### src/rtl/crt_pkg.sv
// Shared types and defaults for the 1-bpp double-buffered CRT bitmap overlay.
package crt_pkg;

  localparam int unsigned DEF_COLS = 40;
  localparam int unsigned DEF_ROWS = 6;
  localparam int unsigned DEPTH    = DEF_COLS * DEF_ROWS;

  typedef enum logic [1:0] {
    CLEAR,
    IDLE,
    PENDING
  } crt_state_e;

  typedef struct packed {
    logic r;
    logic g;
    logic b;
  } rgb_t;

  function automatic int unsigned lin_addr(input int unsigned row, input int unsigned col,
                                           input int unsigned cols);
    return row * cols + col;
  endfunction

endpackage

### src/rtl/crt_bitmap_ram.sv
// Two-bank 1-bit bitmap store: one synchronous read port, one write port, bank chosen per port.
module crt_bitmap_ram #(
  parameter int unsigned DEPTH = 240,
  parameter int unsigned AW    = $clog2(DEPTH)
) (
  input  logic          clk,
  input  logic          rd_bank,
  input  logic [AW-1:0] rd_addr,
  output logic          rd_data,
  input  logic          wr_en,
  input  logic          wr_bank,
  input  logic [AW-1:0] wr_addr,
  input  logic          wr_data
);

  logic mem [2][DEPTH];

  always_ff @(posedge clk) begin
    if (wr_en) begin
      mem[wr_bank][wr_addr] <= wr_data;
    end
  end

  always_ff @(posedge clk) begin
    rd_data <= mem[rd_bank][rd_addr];
  end

endmodule

### src/rtl/crt_bitmap_overlay.sv
// Double-buffered bitmap overlay: back-bank writer FSM plus a 2-stage render pipeline that
// keeps colour, sync and DE aligned.
module crt_bitmap_overlay
  import crt_pkg::*;
#(
  parameter int unsigned CORDW      = 10,
  parameter int unsigned COLS       = DEF_COLS,
  parameter int unsigned ROWS       = DEF_ROWS,
  parameter int unsigned SCALE_LOG2 = 3,
  parameter int unsigned X0         = 0,
  parameter int unsigned Y0         = 0,
  parameter int unsigned CW         = 1,
  parameter logic [2:0]  FG         = 3'b100,
  parameter logic [2:0]  BG         = 3'b000
) (
  input  logic             clk_pix,
  input  logic             rst_pix,
  input  logic [CORDW-1:0] sx,
  input  logic [CORDW-1:0] sy,
  input  logic             de_in,
  input  logic             hsync_in,
  input  logic             vsync_in,
  input  logic             frame_start,
  input  logic             wr_valid,
  output logic             wr_ready,
  input  logic [7:0]       wr_x,
  input  logic [7:0]       wr_y,
  input  logic             wr_bit,
  input  logic             commit,
  output logic             commit_drop,
  output logic             wr_oob,
  output logic [CW-1:0]    r,
  output logic [CW-1:0]    g,
  output logic [CW-1:0]    b,
  output logic             hsync,
  output logic             vsync,
  output logic             de
);

  localparam int unsigned BANK_DEPTH = COLS * ROWS;
  localparam int unsigned AW         = $clog2(BANK_DEPTH);
  localparam logic [CORDW:0] X_LO = (CORDW+1)'(X0);
  localparam logic [CORDW:0] X_HI = (CORDW+1)'(X0 + (COLS << SCALE_LOG2));
  localparam logic [CORDW:0] Y_LO = (CORDW+1)'(Y0);
  localparam logic [CORDW:0] Y_HI = (CORDW+1)'(Y0 + (ROWS << SCALE_LOG2));

  crt_state_e    state_q, state_d;
  logic [AW-1:0] clr_cnt_q, clr_cnt_d;
  logic          bank_sel_q, bank_sel_d;
  logic          front_valid_q, front_valid_d;
  logic          commit_drop_q, commit_drop_d;
  logic          wr_oob_q, wr_oob_d;

  logic          wr_accept, wr_in_range;
  logic [AW-1:0] wr_addr;
  logic          ram_we, ram_wdata, ram_rdata;
  logic [AW-1:0] ram_waddr;

  assign wr_ready    = (state_q == IDLE);
  assign wr_accept   = wr_valid & wr_ready;
  assign wr_in_range = (32'(wr_x) < COLS) && (32'(wr_y) < ROWS);
  assign wr_addr     = AW'(lin_addr(32'(wr_y), 32'(wr_x), COLS));

  always_comb begin
    state_d       = state_q;
    clr_cnt_d     = clr_cnt_q;
    bank_sel_d    = bank_sel_q;
    front_valid_d = front_valid_q;
    commit_drop_d = 1'b0;
    wr_oob_d      = wr_accept & ~wr_in_range;
    ram_we        = 1'b0;
    ram_waddr     = clr_cnt_q;
    ram_wdata     = 1'b0;
    unique case (state_q)
      CLEAR: begin
        ram_we        = 1'b1;
        commit_drop_d = commit;
        if (clr_cnt_q == AW'(BANK_DEPTH - 1)) begin
          clr_cnt_d = '0;
          state_d   = IDLE;
        end else begin
          clr_cnt_d = clr_cnt_q + AW'(1);
        end
      end
      IDLE: begin
        if (wr_accept && wr_in_range) begin
          ram_we    = 1'b1;
          ram_waddr = wr_addr;
          ram_wdata = wr_bit;
        end
        if (commit) begin
          if (frame_start) begin
            bank_sel_d    = ~bank_sel_q;
            front_valid_d = 1'b1;
            state_d       = CLEAR;
          end else begin
            state_d = PENDING;
          end
        end
      end
      PENDING: begin
        commit_drop_d = commit;
        if (frame_start) begin
          bank_sel_d    = ~bank_sel_q;
          front_valid_d = 1'b1;
          state_d       = CLEAR;
        end
      end
      default: state_d = CLEAR;
    endcase
  end

  always_ff @(posedge clk_pix or posedge rst_pix) begin
    if (rst_pix) begin
      state_q       <= CLEAR;
      clr_cnt_q     <= '0;
      bank_sel_q    <= 1'b0;
      front_valid_q <= 1'b0;
      commit_drop_q <= 1'b0;
      wr_oob_q      <= 1'b0;
    end else begin
      state_q       <= state_d;
      clr_cnt_q     <= clr_cnt_d;
      bank_sel_q    <= bank_sel_d;
      front_valid_q <= front_valid_d;
      commit_drop_q <= commit_drop_d;
      wr_oob_q      <= wr_oob_d;
    end
  end

  assign commit_drop = commit_drop_q;
  assign wr_oob      = wr_oob_q;

  // Stage 1: window test and bitmap address, computed combinationally into the RAM read.
  logic [CORDW:0]   sx_e, sy_e;
  logic [CORDW-1:0] dx, dy, col, row;
  logic             in_win;
  logic [AW-1:0]    rd_addr;

  assign sx_e    = {1'b0, sx};
  assign sy_e    = {1'b0, sy};
  assign in_win  = de_in && (sx_e >= X_LO) && (sx_e < X_HI) && (sy_e >= Y_LO) && (sy_e < Y_HI);
  assign dx      = sx - CORDW'(X0);
  assign dy      = sy - CORDW'(Y0);
  assign col     = dx >> SCALE_LOG2;
  assign row     = dy >> SCALE_LOG2;
  assign rd_addr = in_win ? AW'(lin_addr(32'(row), 32'(col), COLS)) : '0;

  // Read with the next-state bank so the first pixel after a swap comes from the new front.
  crt_bitmap_ram #(
    .DEPTH (BANK_DEPTH),
    .AW    (AW)
  ) u_ram (
    .clk     (clk_pix),
    .rd_bank (bank_sel_d),
    .rd_addr (rd_addr),
    .rd_data (ram_rdata),
    .wr_en   (ram_we),
    .wr_bank (~bank_sel_q),
    .wr_addr (ram_waddr),
    .wr_data (ram_wdata)
  );

  logic win1_q, fv1_q, de1_q, hs1_q, vs1_q;
  logic de2_q, hs2_q, vs2_q;
  rgb_t rgb_q, rgb_d;

  always_comb begin
    rgb_d = '0;
    if (win1_q) begin
      rgb_d = (fv1_q && ram_rdata) ? rgb_t'(FG) : rgb_t'(BG);
    end
  end

  always_ff @(posedge clk_pix or posedge rst_pix) begin
    if (rst_pix) begin
      win1_q <= 1'b0;
      fv1_q  <= 1'b0;
      de1_q  <= 1'b0;
      hs1_q  <= 1'b1;
      vs1_q  <= 1'b1;
      de2_q  <= 1'b0;
      hs2_q  <= 1'b1;
      vs2_q  <= 1'b1;
      rgb_q  <= '0;
    end else begin
      win1_q <= in_win;
      fv1_q  <= front_valid_d;
      de1_q  <= de_in;
      hs1_q  <= hsync_in;
      vs1_q  <= vsync_in;
      de2_q  <= de1_q;
      hs2_q  <= hs1_q;
      vs2_q  <= vs1_q;
      rgb_q  <= rgb_d;
    end
  end

  assign r     = {CW{rgb_q.r}};
  assign g     = {CW{rgb_q.g}};
  assign b     = {CW{rgb_q.b}};
  assign hsync = hs2_q;
  assign vsync = vs2_q;
  assign de    = de2_q;

endmodule

### config.mk
export PLATFORM = sky130hd
export DESIGN_NAME = crt_bitmap_overlay
export DESIGN_NICKNAME = d
export VERILOG_FILES = /design/src/rtl/crt_pkg.sv /design/src/rtl/crt_bitmap_ram.sv /design/src/rtl/crt_bitmap_overlay.sv
export SDC_FILE = /design/constraint.sdc
export NUM_CORES = 1
export LEC_CHECK = 0
export ABC_AREA = 1
export BUFFER_PORTS_ARGS = -buffer_cell sky130_fd_sc_hd__buf_4
export CAP_MARGIN = 20
export CORE_ASPECT_RATIO = 0.75
export CORE_MARGIN = 1.5
export CORE_UTILIZATION = 30
export DETAILED_ROUTE_END_ITERATION = 8
export PLACE_DENSITY = 0.49
export SYNTH_ARGS = -nofsm -noshare
export SYNTH_HDL_FRONTEND = slang
export SYNTH_SLANG_ARGS = --single-unit
### constraint.sdc
create_clock -name clk_pix -period 22.6 [get_ports clk_pix]
set_input_delay 1.13 -clock clk_pix [delete_from_list [all_inputs] [get_ports clk_pix]]
set_output_delay 1.13 -clock clk_pix [all_outputs]
set_load 0.01 [all_outputs]
## Yosys cells after proc, flatten, opt, wreduce, memory -nomap -nowiden

Memory sizes are Yosys's and may differ from the RTL's.
Index checks and enable logic that the tools add are counted.

- Register bits after elaboration: 25
- Bits of input ports: 45
- Memories kept: 1
- RAM bits: 480
- Logic and storage cells: 86

Memories:

| memory | depth | width | rd ports | clocked after memory_dff | write ports | RTL line | RTL |
|---|---|---|---|---|---|---|---|
| u_ram.mem | 2 | 240 | 1 | 0 | 1 | crt_bitmap_ram.sv:16 | `logic mem [2][DEPTH];` |

- Add/subtract/negate cells: 3
- Bitwise operators: 6
- Order comparisons: 9
- Equal/unequal tests: 6
- Multiply operators: 2
- Muxes and demuxes: 29
- Reduce and logical (&&, ||, !) cells: 13

Operator list:

| cell | count |
|---|---|
| 240-bit 2-to-1 mux | 1 |
| 8-bit 2-to-1 mux | 4 |
| 10-bit by 1-bit >= comparator with 1-bit output (second input constant) | 2 |
| 9-bit >= comparator (second input constant) | 2 |
| 8-bit inverter with 9-bit output | 2 |
| 1-bit 2-to-1 mux | 12 |
| 10-bit by 6-bit < comparator with 1-bit output (second input constant) | 1 |
| 10-bit by 9-bit < comparator with 1-bit output (second input constant) | 1 |
| 9-bit by 1-bit < comparator with 1-bit output (second input constant) | 1 |
| 8-bit by 1-bit adder with 8-bit output (second input constant) | 1 |
| 8-bit by 7-bit adder with 8-bit output | 1 |
| 8-bit adder | 1 |
| 1-bit binary-select mux with 8-bit select | 1 |
| 1-bit demux with 8-bit select | 1 |
| 8-bit == test (second input constant) | 1 |
| 1-bit logical AND | 8 |
| 8-bit by 3-bit < comparator with 1-bit output (second input constant) | 1 |
| 8-bit by 6-bit < comparator with 1-bit output (second input constant) | 1 |
| 8-bit by 3-bit multiplier with 5-bit output (second input constant) | 1 |
| 2-bit 2-to-1 mux | 4 |
| 7-bit by 3-bit multiplier with 5-bit output (second input constant) | 1 |
| 3-bit 2-to-1 mux | 2 |
| 1-bit case mux with 2 select lines | 3 |
| 2-bit case mux with 3 select lines | 1 |
| other kinds (11) | 14 |

## Longest topological paths before layout

Gate-level depths: netlist of run 1.

- Depth after elaboration: 11
- Mapped depth: 20
- Depth with buffers taken out: 19

## Hierarchy

From an unflattened synthesis of run 1, not the netlist that was laid out.

- Cells, all modules: 2,513
- Area total of the unflattened synthesis: 24,280.8 um2

By module, submodules not included:

| module | area each (um2) | cells each | instances | sequential area each (um2) |
|---|---|---|---|---|
| crt_bitmap_ram | 22,566.6 | 2,287 | 1 | 14,433.8 |
| crt_bitmap_overlay | 1,714.1 | 226 | 1 | 555.5 |

## Worst setup path after synthesis of run 1

Ideal clock, no wire load.

- Path type: input to register
- From: input port wr_x[4]
- To: memory u_ram.mem[0][0] in the netlist's numbering (data pin)
- Library setup time: 2.425 ns
- Arrival time: 13.000 ns
- Stages: 5
- Buffers on the path: 1
- Setup slack: 7.176 ns
- Path through: o21a_1 > a2111oi_4 > nand4_4 > buf_6 > nor2_1

- Longest elaborated chain between the ends: 5

RTL lines:

| element | RTL line | RTL |
|---|---|---|
| from (decl) | crt_bitmap_overlay.sv:26 | `input logic [7:0] wr_x,` |
| 8-bit by 6-bit < comparator with 1-bit output | crt_bitmap_overlay.sv:61 | `assign wr_in_range = (32'(wr_x) < COLS) && (32'(wr_y) < ROWS);` |
| 1-bit logical AND | crt_bitmap_overlay.sv:61 |  |
| 1-bit logical AND | crt_bitmap_overlay.sv:86 | `if (wr_accept && wr_in_range) begin` |
| 1-bit 2-to-1 mux | crt_bitmap_overlay.sv:86 |  |
| 1-bit 2-to-1 mux | crt_bitmap_overlay.sv:74 | `unique case (state_q)` |
| via ram_wdata | crt_bitmap_overlay.sv:56 | `logic ram_we, ram_wdata, ram_rdata;` |
| to (decl) | crt_bitmap_ram.sv:16 |  |

The timed path passes the listed nets, and every way through them passes these cells.

## Final worst setup path of run 1

- From: register bank_sel_q
- To: register u_ram.rd_data

- Longest elaborated chain between the ends: 8

RTL lines:

| element | RTL line | RTL |
|---|---|---|
| from (decl) | crt_bitmap_overlay.sv:49 | `logic bank_sel_q, bank_sel_d;` |
| from (signal assigned) | crt_bitmap_overlay.sv:124 | `bank_sel_q <= bank_sel_d;` |
| 1-bit inverter | crt_bitmap_overlay.sv:93, crt_bitmap_overlay.sv:104 |  |
| 1-bit 2-to-1 mux | crt_bitmap_overlay.sv:92, crt_bitmap_overlay.sv:103 |  |
| 1-bit 2-to-1 mux | crt_bitmap_overlay.sv:91 | `if (commit) begin` |
| 1-bit case mux with 2 select lines * | crt_bitmap_overlay.sv:74 |  |
| memory 2 x 240 bit * | n/a |  |
| 1-bit binary-select mux with 8-bit select * | crt_bitmap_ram.sv:25 | `rd_data <= mem[rd_bank][rd_addr];` |
| 1-bit 2-to-1 mux (implied by the code) * (2 in series) | crt_bitmap_ram.sv:25 |  |
| to (signal assigned) | crt_bitmap_ram.sv:25 |  |
| to (decl) | crt_bitmap_ram.sv:9 | `output logic rd_data,` |

Mark *: on every way between the ends. The rest lies on a longest branch, timed or not. The select of a mux whose other input is x is not followed.
A chain may end at the register's enable or synchronous reset.

==> results of run 1 <==
-- sequential cells by signal (all words and copies together), names as in the netlist --
| name | count |
|---|---|
| u_ram.rd_data | 1 |
| state_q | 2 |
| win1_q | 1 |
| vsync | 1 |
| hs1_q | 1 |
| bank_sel_q | 1 |
| u_ram.mem | 480 |
| wr_oob | 1 |
| r | 1 |
| de | 1 |
| de1_q | 1 |
| hsync | 1 |
| commit_drop | 1 |
| clr_cnt_q | 8 |
| fv1_q | 1 |
| vs1_q | 1 |
-- cells in the final DEF, fill, tap and decap left out, drive strengths merged --
cell type	synthesis	final
clkbuf	124	61
nor3b	3	3
xnor2	6	6
or2	2	2
nand3b	44	44
nand2	476	476
o21ai	19	19
clkinv	3	27
inv	112	115
a21oi	10	10
o21a	1	1
and3	1	1
and2	1	1
dfrtp	18	18
a21o	2	2
dfstp	4	4
diode	0	1
o211ai	12	12
nand4	2	2
nand3	524	524
ha	19	19
buf	117	90
xor2	7	7
a2111oi	1	1
nor3	454	454
fa	2	2
edfxtp	480	480
conb	1	2
nor4	1	1
o22ai	2	2
dfxtp	1	1
nor2	79	79
bufinv	0	2
-- cell families (layout without fill, tap and decap cells) --
kind of cell,after synthesis,in the layout,share of synthesized area (%)
compound gates,47,47,1.338
xor+xnor,13,13,0.4442
fa+ha+maj,21,21,1.084
buf+inv,356,295,5.921
flops,503,503,58.48
other cells,1,3,0.01463
simple gates,1587,1587,32.72
-- critical path, cell delays in order (launching register included) --
cell	delay, ps
sky130_fd_sc_hd__dfrtp_4	880
sky130_fd_sc_hd__inv_8	370
sky130_fd_sc_hd__nand2_1	220
sky130_fd_sc_hd__nand3_4	650
sky130_fd_sc_hd__nand2_4	790
sky130_fd_sc_hd__buf_4	590
sky130_fd_sc_hd__buf_4	760
sky130_fd_sc_hd__buf_4	690
sky130_fd_sc_hd__nand2_1	130
sky130_fd_sc_hd__nand3_1	120
sky130_fd_sc_hd__nand3_1	90
sky130_fd_sc_hd__nand2_1	110
sky130_fd_sc_hd__nand2_1	70
sky130_fd_sc_hd__nand3_1	210
sky130_fd_sc_hd__nand3_1	100
sky130_fd_sc_hd__nand2_1	70
sky130_fd_sc_hd__nor2_1	40
sky130_fd_sc_hd__nand2_1	70
sky130_fd_sc_hd__nand3_1	70
sky130_fd_sc_hd__nand2_1	140
-- routing by layer --
metal | vias to the layer above | GRT usage, % | share of wire, %
li1 | 8725 | - | -
met1 | 9333 | 24.69 | 46
met2 | 528 | 26.86 | 45
met3 | 100 | 2.473 | 6.4
met4 | 0 | 4.148 | 1.9
met5 | - | 0 | 0
-- power breakdown --
part | switching [mW] | total, mW | internal [mW]
sequential | 0.0187 | 1.04 | 1.02
clock | 0.372 | 0.806 | 0.434
combinational | 0.642 | 0.792 | 0.151
total | 1.03 | 2.64 | 1.60
-- path summary, 6_finish.rpt --
kind,end,cells after the start
hold / removal,hsync,0
setup / recovery,u_ram.rd_data,19
min in group asynchronous,win1_q,2
hold reg to reg,hsync,0
max in group asynchronous,bank_sel_q,2
setup reg to reg,u_ram.rd_data,19
-- cell usage after synthesis (2+ instances only) --
master / number
sky130_fd_sc_hd__nand3_1: 524
sky130_fd_sc_hd__edfxtp_1: 480
sky130_fd_sc_hd__nand2_1: 459
sky130_fd_sc_hd__nor3_1: 292
sky130_fd_sc_hd__nor3_2: 160
sky130_fd_sc_hd__clkbuf_1: 123
sky130_fd_sc_hd__inv_1: 107
sky130_fd_sc_hd__nor2_1: 73
sky130_fd_sc_hd__buf_1: 62
sky130_fd_sc_hd__nand3b_1: 44
sky130_fd_sc_hd__buf_2: 36
sky130_fd_sc_hd__ha_1: 19
sky130_fd_sc_hd__dfrtp_1: 18
sky130_fd_sc_hd__buf_6: 17
sky130_fd_sc_hd__nand2_4: 16
sky130_fd_sc_hd__o21ai_0: 14
sky130_fd_sc_hd__o211ai_1: 12
sky130_fd_sc_hd__a21oi_1: 10
sky130_fd_sc_hd__xor2_1: 7
sky130_fd_sc_hd__nor2_4: 6
sky130_fd_sc_hd__xnor2_1: 6
sky130_fd_sc_hd__inv_2: 5
sky130_fd_sc_hd__dfstp_2: 4
sky130_fd_sc_hd__o21ai_4: 4
sky130_fd_sc_hd__clkinv_1: 3
sky130_fd_sc_hd__a21o_1: 2
sky130_fd_sc_hd__buf_4: 2
sky130_fd_sc_hd__fa_1: 2
sky130_fd_sc_hd__nor3_4: 2
sky130_fd_sc_hd__nor3b_1: 2
sky130_fd_sc_hd__o22ai_1: 2
sky130_fd_sc_hd__or2_2: 2
-- layout make-up --
class | instances | area (µm²)
multi-input combinational | 1670 | 9185
clock buffer | 61 | 1314
antenna | 1 | 2.502
sequential | 503 | 14990
inverter | 115 | 441.7
clock inverter | 29 | 181.4
tap | 1128 | 1411
timing repair buffer | 90 | 735.7
fill | 8645 | 56000
-- per-stage QoR --
step / hold WS [ps] / setup WS (ps) / instance area [µm²]
after CTS: 356.5 / 16120 / 28210
final: 355.3 / 16130 / 28260
after global routing: 358.5 / 15680 / 28260
after detailed placement: 347.6 / 16140 / 26710
after floorplan: 331.2 / 7176 / 25630
after global placement: 334.9 / 16150 / 26680
==> summary by stage, run 1 <==
Min path
The hold path startpoint is hs1_q. The tightest min-delay check is of the reg -> reg type.

Logic synthesis
The largest total area in the synthesized netlist belongs to sky130_fd_sc_hd__edfxtp_1. The cell count after synthesis is 2528. The number of distinct standard cells referenced by the synthesized netlist is 45.

The count of state elements after synthesis is 503. The async set-or-reset flop fraction in the synthesized netlist is 4.374%. By area the synthesized netlist is led by sky130_fd_sc_hd__edfxtp_1 (56%), sky130_fd_sc_hd__nand3_1 (10%), sky130_fd_sc_hd__nand2_1 (6.7%). The number of warnings printed during yosys synthesis is 0. In this run, synthesis inferred 480 flip-flops with an integrated enable.

The most used flip-flop cell after synthesis is sky130_fd_sc_hd__edfxtp_1. After synthesis the cells add up to 25630 µm². The mean instance size in the synthesized netlist is 10.14 µm².

Summed over its instances, the top area cell type makes up 56.24% of the synthesized netlist area. For this run, the register share of the synthesized area comes to 58.48%.

GRT
The first global-routing pass estimated 114.8 mm of wire. The number of antenna violations at the first check in global routing is 1. For this run the aggregate overflow at the end of global routing stands at 0. The pin count of the biggest net entering global routing is 128. The total routing resource utilization after global routing is 17.10%. The via count of the first global-routing pass is 18345.

CTS
The master cell of the clock root buffer is sky130_fd_sc_hd__clkbuf_16. The number of sinks handled by clock tree synthesis is 503. The CTS tree is yes.

The clock passes through at most 3 buffers. The clock insertion delay at the later pin of the skew report is 620 ps. The count of hold buffers inserted by post-cts repair is 0. The count of instances resized after the clock tree is built is 0. After clock tree synthesis, the clock-pin slew on the worst setup and hold paths is 60 ps.

The number of clock buffers added by TritonCTS is 50. Buffers added to address setup during post-CTS repair amount to 0. CTS built an H-tree with a depth of 2.

Worst setup path
The critical path capture point type is a register. The data required time at the worst endpoint is 23140 ps. For the worst setup path, the data arrival time is 7010 ps.

The worst setup path is of the reg -> reg kind. In this run the critical register-to-register path is launched from bank_sel_q. STA classifies the critical path startpoint as a register. For flop-to-flop paths, the worst setup slack is 16130 ps. The start point of the critical path is bank_sel_q. Of all nets on the critical path, the largest fanout is 70.

Power and ir drop
For this design the ratio of total power to cell area is 93.28 nW/µm². The design draws 2.636 mW. In this run the static leakage power is 9.836 nW.

Across the VDD grid, the largest voltage drop is 0.06199 mV.

Layout
The finished layout holds 3597 standard cells, fillers aside. The core utilization of the finished layout is 33.54%. The layout cell share with drive strength beyond 1 is 14.95%. The net count of the finished layout is 2496.

The area growth from synthesis to layout is 10.28%.

Floorplanning
54 I/O pins were placed. The region available for standard cell placement spans 84260 µm². The vertical extent of the die is 256.1 µm. The die outline area is 87220 µm².

For this configuration, the core starts out at a cell density of 30.42%. The number of core rows is 92. From left edge to right edge, the die measures 340.5 µm.

Place
At the end of routability-driven placement, the weighted congestion stood at 0.7559. The total placed cells including tap cells is 3504. The half-perimeter wire length after placement is 37.14 mm. Buffers placed on the I/O ports in this run total 45.

Timing
The count of endpoints failing setup in the final report is 0. The final critical path takes up 28.64% of the cycle. Setup repair after global routing left no endpoint under its margin. The final sum of negative setup slack is 0 ps. The final critical delay including setup and external delays is 6472 ps.

Headroom to the max-slew limit came out at 25.60%. The transition at the pin with the smallest max-transition slack is 1116 ps. The fmax is 154.5 MHz. The number of hold violations in the final report is 0. The worst setup skew after layout is 13.41 ps. The count of final max-slew check failures came to 0.

Drt
The number of optimization iterations in the first detailed-route pass is 5. The routed via count is 18686. The residual antenna-violating net count after detailed routing is 0.

For this run, design rule violations remaining after detail routing come to 0. After detailed routing, the total wire length is 75.23 mm. For this block, the initial DRC count from the detailed router was 1811. Dividing the detail-routed wire length by the instance count gives 20.91 µm. In the routed layout, each cell is associated on average with a via count of 5.195.

Flow run
Across the run, the number of max-cap violations was 0.

Status
The run finished with clean final reports.
Power figures use the tool's default switching activity.
==> inputs of run 2 (changes only) <==
--- a/config.mk
+++ b/config.mk
@@ -5,14 +5,14 @@
 export SDC_FILE = /design/constraint.sdc
 export NUM_CORES = 1
 export LEC_CHECK = 0
-export ABC_AREA = 1
+export ABC_AREA = 0
 export BUFFER_PORTS_ARGS = -buffer_cell sky130_fd_sc_hd__buf_4
 export CAP_MARGIN = 20
 export CORE_ASPECT_RATIO = 0.75
 export CORE_MARGIN = 1.5
 export CORE_UTILIZATION = 30
 export DETAILED_ROUTE_END_ITERATION = 8
-export PLACE_DENSITY = 0.49
+export PLACE_DENSITY = 0.51
 export SYNTH_ARGS = -nofsm -noshare
 export SYNTH_HDL_FRONTEND = slang
 export SYNTH_SLANG_ARGS = --single-unit
==> constraint.sdc (replaced) <==
create_clock -name clk_pix -period 5.4 [get_ports clk_pix]
set_input_delay 0.27 -clock clk_pix [delete_from_list [all_inputs] [get_ports clk_pix]]
set_output_delay 0.27 -clock clk_pix [all_outputs]
set_load 0.01 [all_outputs]
==> run 2 against run 1 <==
Die area decreased by 8.5%. Clock power increased to 4.3 times the previous value. Register-to-register slack got worse by 15000 ps. Global-route usage decreased by 0.11 points. Setup slack got worse by 15000 ps. Via count decreased by 11%. Critical path type is now in -> reg.
==> summary by stage, run 2 <==
Status
The run finished with clean final reports.

CTS
TritonCTS built the clock tree. Once the clock tree was built, the setup fixing pass inserted 0 buffers. The H-tree generated during clock tree synthesis spans 2 levels. In this run, post-CTS hold repair placed 6 buffers. The clock insertion delay at the later pin of the skew report is 600 ps. The clock passes through at most 3 buffers. TritonCTS created 49 clock buffers.

Gates resized during post-CTS repair numbered 0. The master cell of the clock root buffer is sky130_fd_sc_hd__clkbuf_16. The number of sinks handled by clock tree synthesis is 503. The CTS clock-pin slew for the worst setup and hold paths is 70 ps.

Worst setup path
At the worst endpoint, the arrival time is 4550 ps. The largest single stage delay on the critical path is 590 ps. Counting buffers and inverters, the worst setup path is 14 cells deep. STA classifies the critical path startpoint as an input pin. The number of buffers and inverters on the critical path is 5.

The launch instance of the worst register-to-register path is state_q[0]. Walking the worst path, the cells encountered are dlygate4sd3_1 -> buf_4 -> nor4b_2 -> nand3_1 -> inv_1 -> buf_4 -> and2_1 -> buf_4 -> and3_1 -> nor3_1 -> o31ai_1 -> o21a_1 -> o211ai_1 -> o41ai_2. The reg2reg setup slack is 1510 ps. The start point of the critical path is de_in. The most used cell along the critical path is sky130_fd_sc_hd__buf_4. The data required time at the worst endpoint is 5900 ps.

The cell family contributing the most delay on the critical path is buffers and inverters. The path type of the worst setup path is in -> reg. The critical path capture point type is a register. The top fanout value on the critical path is 13.

For this design, the slowest cell found on the critical path is sky130_fd_sc_hd__inv_1. Measured in cells, the most critical reg-to-reg path has a length of 14.

Min path
The worst hold path passes through 3 cells. The tightest min-delay check is of the in -> reg type. The hold path startpoint is wr_valid.

Place
The half-perimeter wire length after placement is 38.89 mm. The number of buffers inserted by port buffering is 45. The placer's final routability congestion estimate is 0.8092. The placed standard-cell area is 24800 µm².

Timing
The transition at the pin with the smallest max-transition slack is 1125 ps. The fmax is 246.9 MHz. The final sum of negative setup slack is 0 ps.

In the finished design, the share of the clock period the worst path needs comes to 75.02%. The final critical delay including setup and external delays is 4051 ps. The count of final max-slew check failures is 0. The count of endpoints failing setup in the final report is 0. The number of hold violations in the final report is 0. The worst setup skew after layout is 23.07 ps. The worst pin sits at a relative slew slack of 24.35%. Setup repair after global routing left no endpoint under its margin.

Flow run
The number of violations of the max-capacitance limit is 0.

GRT
The first global-routing pass estimated 102.2 mm of wire. The final global-route overflow total is 0. Entering global routing, the biggest net connects 184 pins. The via count of the first global-routing pass was 16049. The number of antenna violations at the first check in global routing is 1. The total routing resource utilization after global routing is 16.99%.

Power and ir drop
Net switching is 27.38% of the power. Across the VDD grid, the largest voltage drop is 0.2008 mV. The static leakage power is 8.697 nW.

The share of total power dissipated in the clock network is 38.9%. Cell internal power was estimated by the tool at 6.483 mW. Sequential cells burn 48.6% of the power. The ratio of total power to cell area is 337.8 nW/µm². Per report_power, the combinational group accounts for 12.5% of the total.

The reported net switching power is 2.445 mW.

Logic synthesis
Sequential cells were found to cover 64.00% of the synthesized design area. The cell taking the most area after synthesis is sky130_fd_sc_hd__edfxtp_1. Sorting the synthesized cells by how often they occur yields sky130_fd_sc_hd__nor2_1 (521), sky130_fd_sc_hd__edfxtp_1 (480), sky130_fd_sc_hd__nand2_1 (403), sky130_fd_sc_hd__nand3_1 (176), sky130_fd_sc_hd__clkbuf_1 (116). In the synthesized netlist the async set-or-reset flop fraction comes to 4.374%. The most frequently used cell type in the post-synthesis netlist is sky130_fd_sc_hd__nor2_1. The mean instance size in the synthesized netlist is 10.71 µm². In this run the biggest area consumer among cell types represents 61.54% of the synthesized area.

The post-synthesis instance area is 23420 µm². Yosys attributes the largest share of cell area to sky130_fd_sc_hd__edfxtp_1 (62%), sky130_fd_sc_hd__nor2_1 (8.3%), sky130_fd_sc_hd__nand2_1 (6.5%). For this run, the leading register cell type out of synthesis is sky130_fd_sc_hd__edfxtp_1. The number of distinct standard cells referenced by the synthesized netlist is 73. The count of state elements after synthesis is 503. After technology mapping, the gate count stands at 2187. The number of warnings printed during yosys synthesis is 0. The number of synthesized flops with an enable pin is 480.

Drt
The residual antenna-violating net count after detailed routing is 0. Across all layers, the routed design uses 16687 vias. Using the TritonRoute via totals, the vias-per-cell ratio works out to 5.144. The per-cell routed wire length is 21.11 µm. The number of DRC markers in iteration 0 is 1714. The final wirelength is 68.48 mm. The count of unresolved DRC violations after routing is 0. Before antenna repair, the detailed router went through 6 iterations.

Layout
The most frequent standard cell in the layout excluding fill and tap cells is sky130_fd_sc_hd__nor2_1. Of the cells placed in the final design, the portion with a size suffix greater than 1 is 9.144%. In the final design database the tool counted 2237 nets. Leaving out fill and tap cells, the most frequent cells in the layout are sky130_fd_sc_hd__nor2_1 (521), sky130_fd_sc_hd__edfxtp_1 (480), sky130_fd_sc_hd__nand2_1 (402). The repair_antennas step left the layout with diodes totalling 0. The layout filler cell count is 7782.

Summing all non-filler instances in the final layout gives an area of 26430 µm². In the final layout, the registers with the most flip-flops are u_ram.mem (480), clr_cnt_q (8), state_q (2). The synthesis-to-layout area growth is 12.85%.

The register ranked first by flip-flop count is u_ram.mem. The register with the most flip-flops in the layout has 480 of them.

Floorplanning
The initial core utilization is 30.39%. The vertical extent of the die is 245.0 µm. The width of the die is 325.6 µm. During I/O placement, the number of pins put on the boundary was 54. The number of core rows is 88.

The die covers 79770 µm². The floorplan step defined a core boundary enclosing 77070 µm².
run 2: changes by cell type after synthesis, moves of 38 or more:
cell / delta
sky130_fd_sc_hd__nand3b_1: -38
sky130_fd_sc_hd__nor3_2: -159
sky130_fd_sc_hd__nor2_1: +448
sky130_fd_sc_hd__inv_1: -101
sky130_fd_sc_hd__nor3_1: -278
sky130_fd_sc_hd__mux2i_1: +82
sky130_fd_sc_hd__nand2_1: -56
sky130_fd_sc_hd__nand3_1: -348
sky130_fd_sc_hd__buf_1: -54
run 2: power by group through the flow:
stage / Clock, mW / Combinational, mW / Sequential [mW]
floorplan: 0 / 0.640 / 4.39
global placement: 0 / 1.10 / 4.42
detailed placement: 0 / 1.11 / 4.43
CTS: 3.56 / 1.11 / 4.34
global route: 3.70 / 1.19 / 4.35
finish: 3.47 / 1.11 / 4.34
run 2: cells by family (layout without fill, tap and decap cells):
| family | after synthesis | count (layout) | share of synthesized area, % |
|---|---|---|---|
| adder cells (fa/ha/maj) | 21 | 21 | 1.186 |
| multiplexers | 98 | 98 | 4.274 |
| buffers and inverters | 182 | 203 | 3.472 |
| AND/OR/NAND/NOR | 1211 | 1211 | 21.80 |
| flip-flops | 503 | 503 | 64.00 |
| AO/OA/AOI/OAI | 155 | 155 | 4.653 |
| XOR/XNOR | 16 | 16 | 0.5983 |
| other | 1 | 2 | 0.01601 |
run 2: per-layer routing:
layer	track usage, %	vias up	part of all wire (%)
li1	-	7630	-
met1	24.49	8421	47
met2	26.20	554	45
met3	3.330	82	7.2
met4	4.077	0	1.7
met5	0	-	0
run 2: worst paths after layout:
path                                 end
max in group asynchronous   clr_cnt_q[6]
hold reg to reg                    vsync
setup reg to reg           u_ram.rd_data
min in group asynchronous              r
setup / recovery           u_ram.rd_data
hold / removal                    wr_oob
run 2: final cells by class:
cell class,count,area (µm²),share of cell area (%)
Timing Repair Buffer,107,915.9,3.465
Clock inverter,29,302.8,1.146
Multi-Input combinational cell,1503,7632,28.88
Inverter,7,28.78,0.1089
Clock buffer,60,1267,4.795
Tap cell,1035,1295,4.899
Sequential cell,503,14990,56.71
run 2: per-stage QoR:
| stage | power, mW | worst slack [ps] | hold slack, ps | cells | util, % |
|---|---|---|---|---|---|
| after floorplan | 5.034 | 1162 | 256.3 | 2188 | - |
| after global placement | 5.518 | 1360 | 338.7 | 3148 | 32.17 |
| after detailed placement | 5.532 | 1301 | 335.5 | 3148 | 32.17 |
| after CTS | 9.011 | 1411 | 27.47 | 3243 | 34.29 |
| after global routing | 9.250 | 1138 | 80.79 | 3244 | 34.29 |
| final | 8.928 | 1349 | 66.77 | 3244 | 34.29 |
run 2: tightest hold or removal path, cell delays in order:
cell and delay (ps):
sky130_fd_sc_hd__buf_4 110, sky130_fd_sc_hd__nand2_1 180, sky130_fd_sc_hd__nor2b_1 80
==> inputs of run 3 (changes only) <==
--- a/config.mk
+++ b/config.mk
@@ -12,7 +12,7 @@
 export CORE_MARGIN = 1.5
 export CORE_UTILIZATION = 30
 export DETAILED_ROUTE_END_ITERATION = 8
-export PLACE_DENSITY = 0.51
+export PLACE_DENSITY = 0.49
 export SYNTH_ARGS = -nofsm -noshare
 export SYNTH_HDL_FRONTEND = slang
 export SYNTH_SLANG_ARGS = --single-unit
==> constraint.sdc (replaced) <==
create_clock -name clk_pix -period 3.8 [get_ports clk_pix]
set_input_delay 0.19 -clock clk_pix [delete_from_list [all_inputs] [get_ports clk_pix]]
set_output_delay 0.19 -clock clk_pix [all_outputs]
set_load 0.01 [all_outputs]
==> run 3 against run 2 <==
Total power is 43% higher. Setup slack worse by 1100 ps. Hold slack improved by 100 ps. Clock power is 42% higher. Global-route usage is 0.48 points higher. Sequential share of layout area fell by 1.3 points. Register-to-register slack worse by 1300 ps. Sequential cell count stayed put. Clock-buffer cell count rose by 16. First-iteration DRC count fell by 4.6%. Routed wire length is 2.6% higher. Non-clock buffer count up 56.
==> summary by stage, run 3 (synthesis gave the netlist of run 2 again) <==
Status
The run finished with clean final reports.

Worst setup path
For this design, the slowest cell found on the critical path is sky130_fd_sc_hd__dfrtp_1. At the worst endpoint, the required time is 4280 ps. The reg2reg setup slack is 210 ps.

The path type of the worst setup path is reg -> reg. The type of element launching the critical path is a register. The arrival time at the worst endpoint is 4070 ps. The maximum single-stage delay on the critical path is 440 ps.

The critical path goes through inv_1 -> ha_1 -> and3_1 -> a21oi_1 -> nand2_4 -> inv_4 -> buf_12 -> buf_4 -> nand3_1 -> a32oi_1 -> a31oi_1 -> or3_1 -> a21oi_1 -> buf_4 -> o41ai_2. The worst setup path is captured at a register. The category of cells accounting for the largest share of critical-path delay is compound AO/OA/AOI/OAI gates. The number of buffers and inverters on the critical path is 5. In this run the worst path has a maximum fanout of 28.

Place
The count of buffers added on input and output ports is 45. The congestion estimate from routability-driven global placement came to 0.8174. Summed over all nets, the half-perimeter wirelength after detailed placement is 40.99 mm.

CTS
In this run, CTS created clock tree buffers numbering 50. Once the clock tree was built, the setup fixing pass inserted 0 buffers. The count of hold buffers inserted by post-cts repair is 7. TritonCTS built the clock tree. The master cell of the clock root buffer is sky130_fd_sc_hd__clkbuf_16. CTS built an H-tree with a depth of 2. The clock insertion delay at the later pin of the skew report is 600 ps. No sink is reached through more buffers than the 3 on the longest clock path.

The count of instances resized after the clock tree is built is 0. The CTS clock-pin slew for the worst setup and hold paths is 60 ps. The number of sinks handled by clock tree synthesis is 503.

Layout
The library cell used most frequently in the layout, excluding fill and tap cells, is sky130_fd_sc_hd__nor2_1. The register with the most flip-flops in the layout has 480 of them. The layout cell share with drive strength beyond 1 is 11.51%.

The total number of nets in the final design is 2294. The largest registers in the layout are u_ram.mem (480), clr_cnt_q (8), state_q (2). Compared with the post-synthesis result, the final layout area differs by 15.48%. The register ranked first by flip-flop count is u_ram.mem.

The antenna diode count is 0. Cells fill 35.09% of the core in the end. The library cells used most frequently in the layout, excluding fill and tap cells, are sky130_fd_sc_hd__nor2_1 (520), sky130_fd_sc_hd__edfxtp_1 (480), sky130_fd_sc_hd__nand2_1 (402).

Power and ir drop
The worst vdd rail ir drop is 0.3283 mV. The combinational cell fraction of total power is 13.2%. The internal power of the cells totals 9.319 mW. The overall power after layout is 12.80 mW.

The power share of the sequential group is 48.2%. For this design the ratio of total power to cell area is 473.1 nW/µm². In this run, the clock network consumes 38.5% of the power. Of the total power, the share spent switching nets is 27.18%. The static leakage power is 9.022 nW. Summed over all nets, the switching power comes to 3.478 mW.

Drt
Summing over every cut layer, the via total after detailed routing is 17016. The routed design has 70.26 mm of wire. The pre-antenna-repair detailed-routing pass consisted of 5 iterations. The number of vias per cell after detailed routing is 5.153. The first routing iteration left 1636 violations.

The residual antenna-violating net count after detailed routing is 0. In the final routed layout, each cell accounts on average for 21.28 µm. In the routed design, unresolved DRC markers number 0.

GRT
The pin count of the biggest net entering global routing is 115. The number of antenna violations at the first check in global routing is 1. The via count of the first global-routing pass is 16381. Global routing used 17.47% of the available tracks across all layers.

The first global-routing pass estimated 105.1 mm of wire. Global routing finished with a remaining overflow of 0.

Timing
The count of final max-slew check failures is 0. The final sum of negative setup slack is 0 ps. The transition at the pin with the smallest max-transition slack is 903.4 ps. The worst setup skew after layout is 14.67 ps. Across all hold checks on the routed design, the worst slack comes to 167.6 ps.

The period utilization is 94.41%. Setup repair after global routing left no endpoint under its margin. The count of endpoints failing setup in the final report is 0.

The fmax is 278.7 MHz. The worst relative slew slack is 39.71%. Counting I/O delays and the setup requirement, the final critical path takes 3587 ps.

The number of hold violations in the final report is 0.

Floorplanning
The initialized floorplan defines 88 standard-cell rows. From left edge to right edge, the die measures 325.6 µm. The count of boundary I/O pins is 54. The area of the core region is 77070 µm². The die outline area is 79770 µm². The vertical extent of the die is 245.0 µm. The initial core utilization is 30.39%.

Min path
The worst hold path belongs to the class in -> reg.

Flow run
The number of violations of the max-capacitance limit is 0.
==> run 3: cell types whose count changed in the layout (fill, tap and decap cells not counted), moves of 3 or more <==
cell / delta
sky130_fd_sc_hd__buf_4: +45
sky130_fd_sc_hd__buf_12: +11
sky130_fd_sc_hd__clkbuf_8: +7
sky130_fd_sc_hd__clkbuf_1: +5
sky130_fd_sc_hd__clkinv_1: -5
sky130_fd_sc_hd__bufinv_16: -4
sky130_fd_sc_hd__clkbuf_16: +4
sky130_fd_sc_hd__inv_6: -3
==> run 3: final cells by class <==
class	count	area, µm²
Multi-Input combinational cell	1503	7652
Timing Repair Buffer	163	1479
Inverter	7	28.78
Sequential cell	503	14990
Clock buffer	76	1483
Fill cell	7782	50030
Tap cell	1035	1295
Clock inverter	15	120.1
==> run 3: power groups by stage <==
| stage | combinational (mW) | clock (mW) | sequential [mW] |
|---|---|---|---|
| 2_1_floorplan | 0.910 | 0 | 6.24 |
| 3_3_place_gp | 1.66 | 0 | 6.28 |
| 3_5_place_dp | 1.69 | 0 | 6.29 |
| 4_1_cts | 1.70 | 5.06 | 6.17 |
| 5_1_grt | 1.80 | 5.27 | 6.18 |
| 6_report | 1.69 | 4.93 | 6.17 |
==> run 3: tightest hold or removal path, delay by kind of cell <==
kind | cells | cell delay [ps]
buf+inv | 1 | 70
simple gates | 3 | 450
==> run 3: routing by layer <==
metal / track usage (%) / vias to the layer above / wire (µm)
met2: 26.90 / 571 / 30770
met4: 3.940 / 0 / 1331
met1: 25.56 / 8626 / 32910
met3: 3.047 / 92 / 5255
li1: - / 7727 / -
met5: 0 / - / 0
==> run 3: final timing paths <==
check,startpoint,to,cells past startpoint
max in group asynchronous,rst_pix,bank_sel_q,3
min in group asynchronous,rst_pix,de,3
max reg2reg,state_q[0],u_ram.rd_data,15
min reg2reg,vs1_q,vsync,0
min,wr_y[5],wr_oob,4
max,state_q[0],u_ram.rd_data,15
==> run 3: per-stage QoR <==
stage	cell area (µm²)	std cells	setup WS, ps
5_1_grt	27050	3302	83.38
2_1_floorplan	23450	2188	17.03
4_1_cts	27050	3302	256.9
3_3_place_gp	25370	3204	329.3
6_report	27050	3302	212.5
3_5_place_dp	25370	3204	274.8
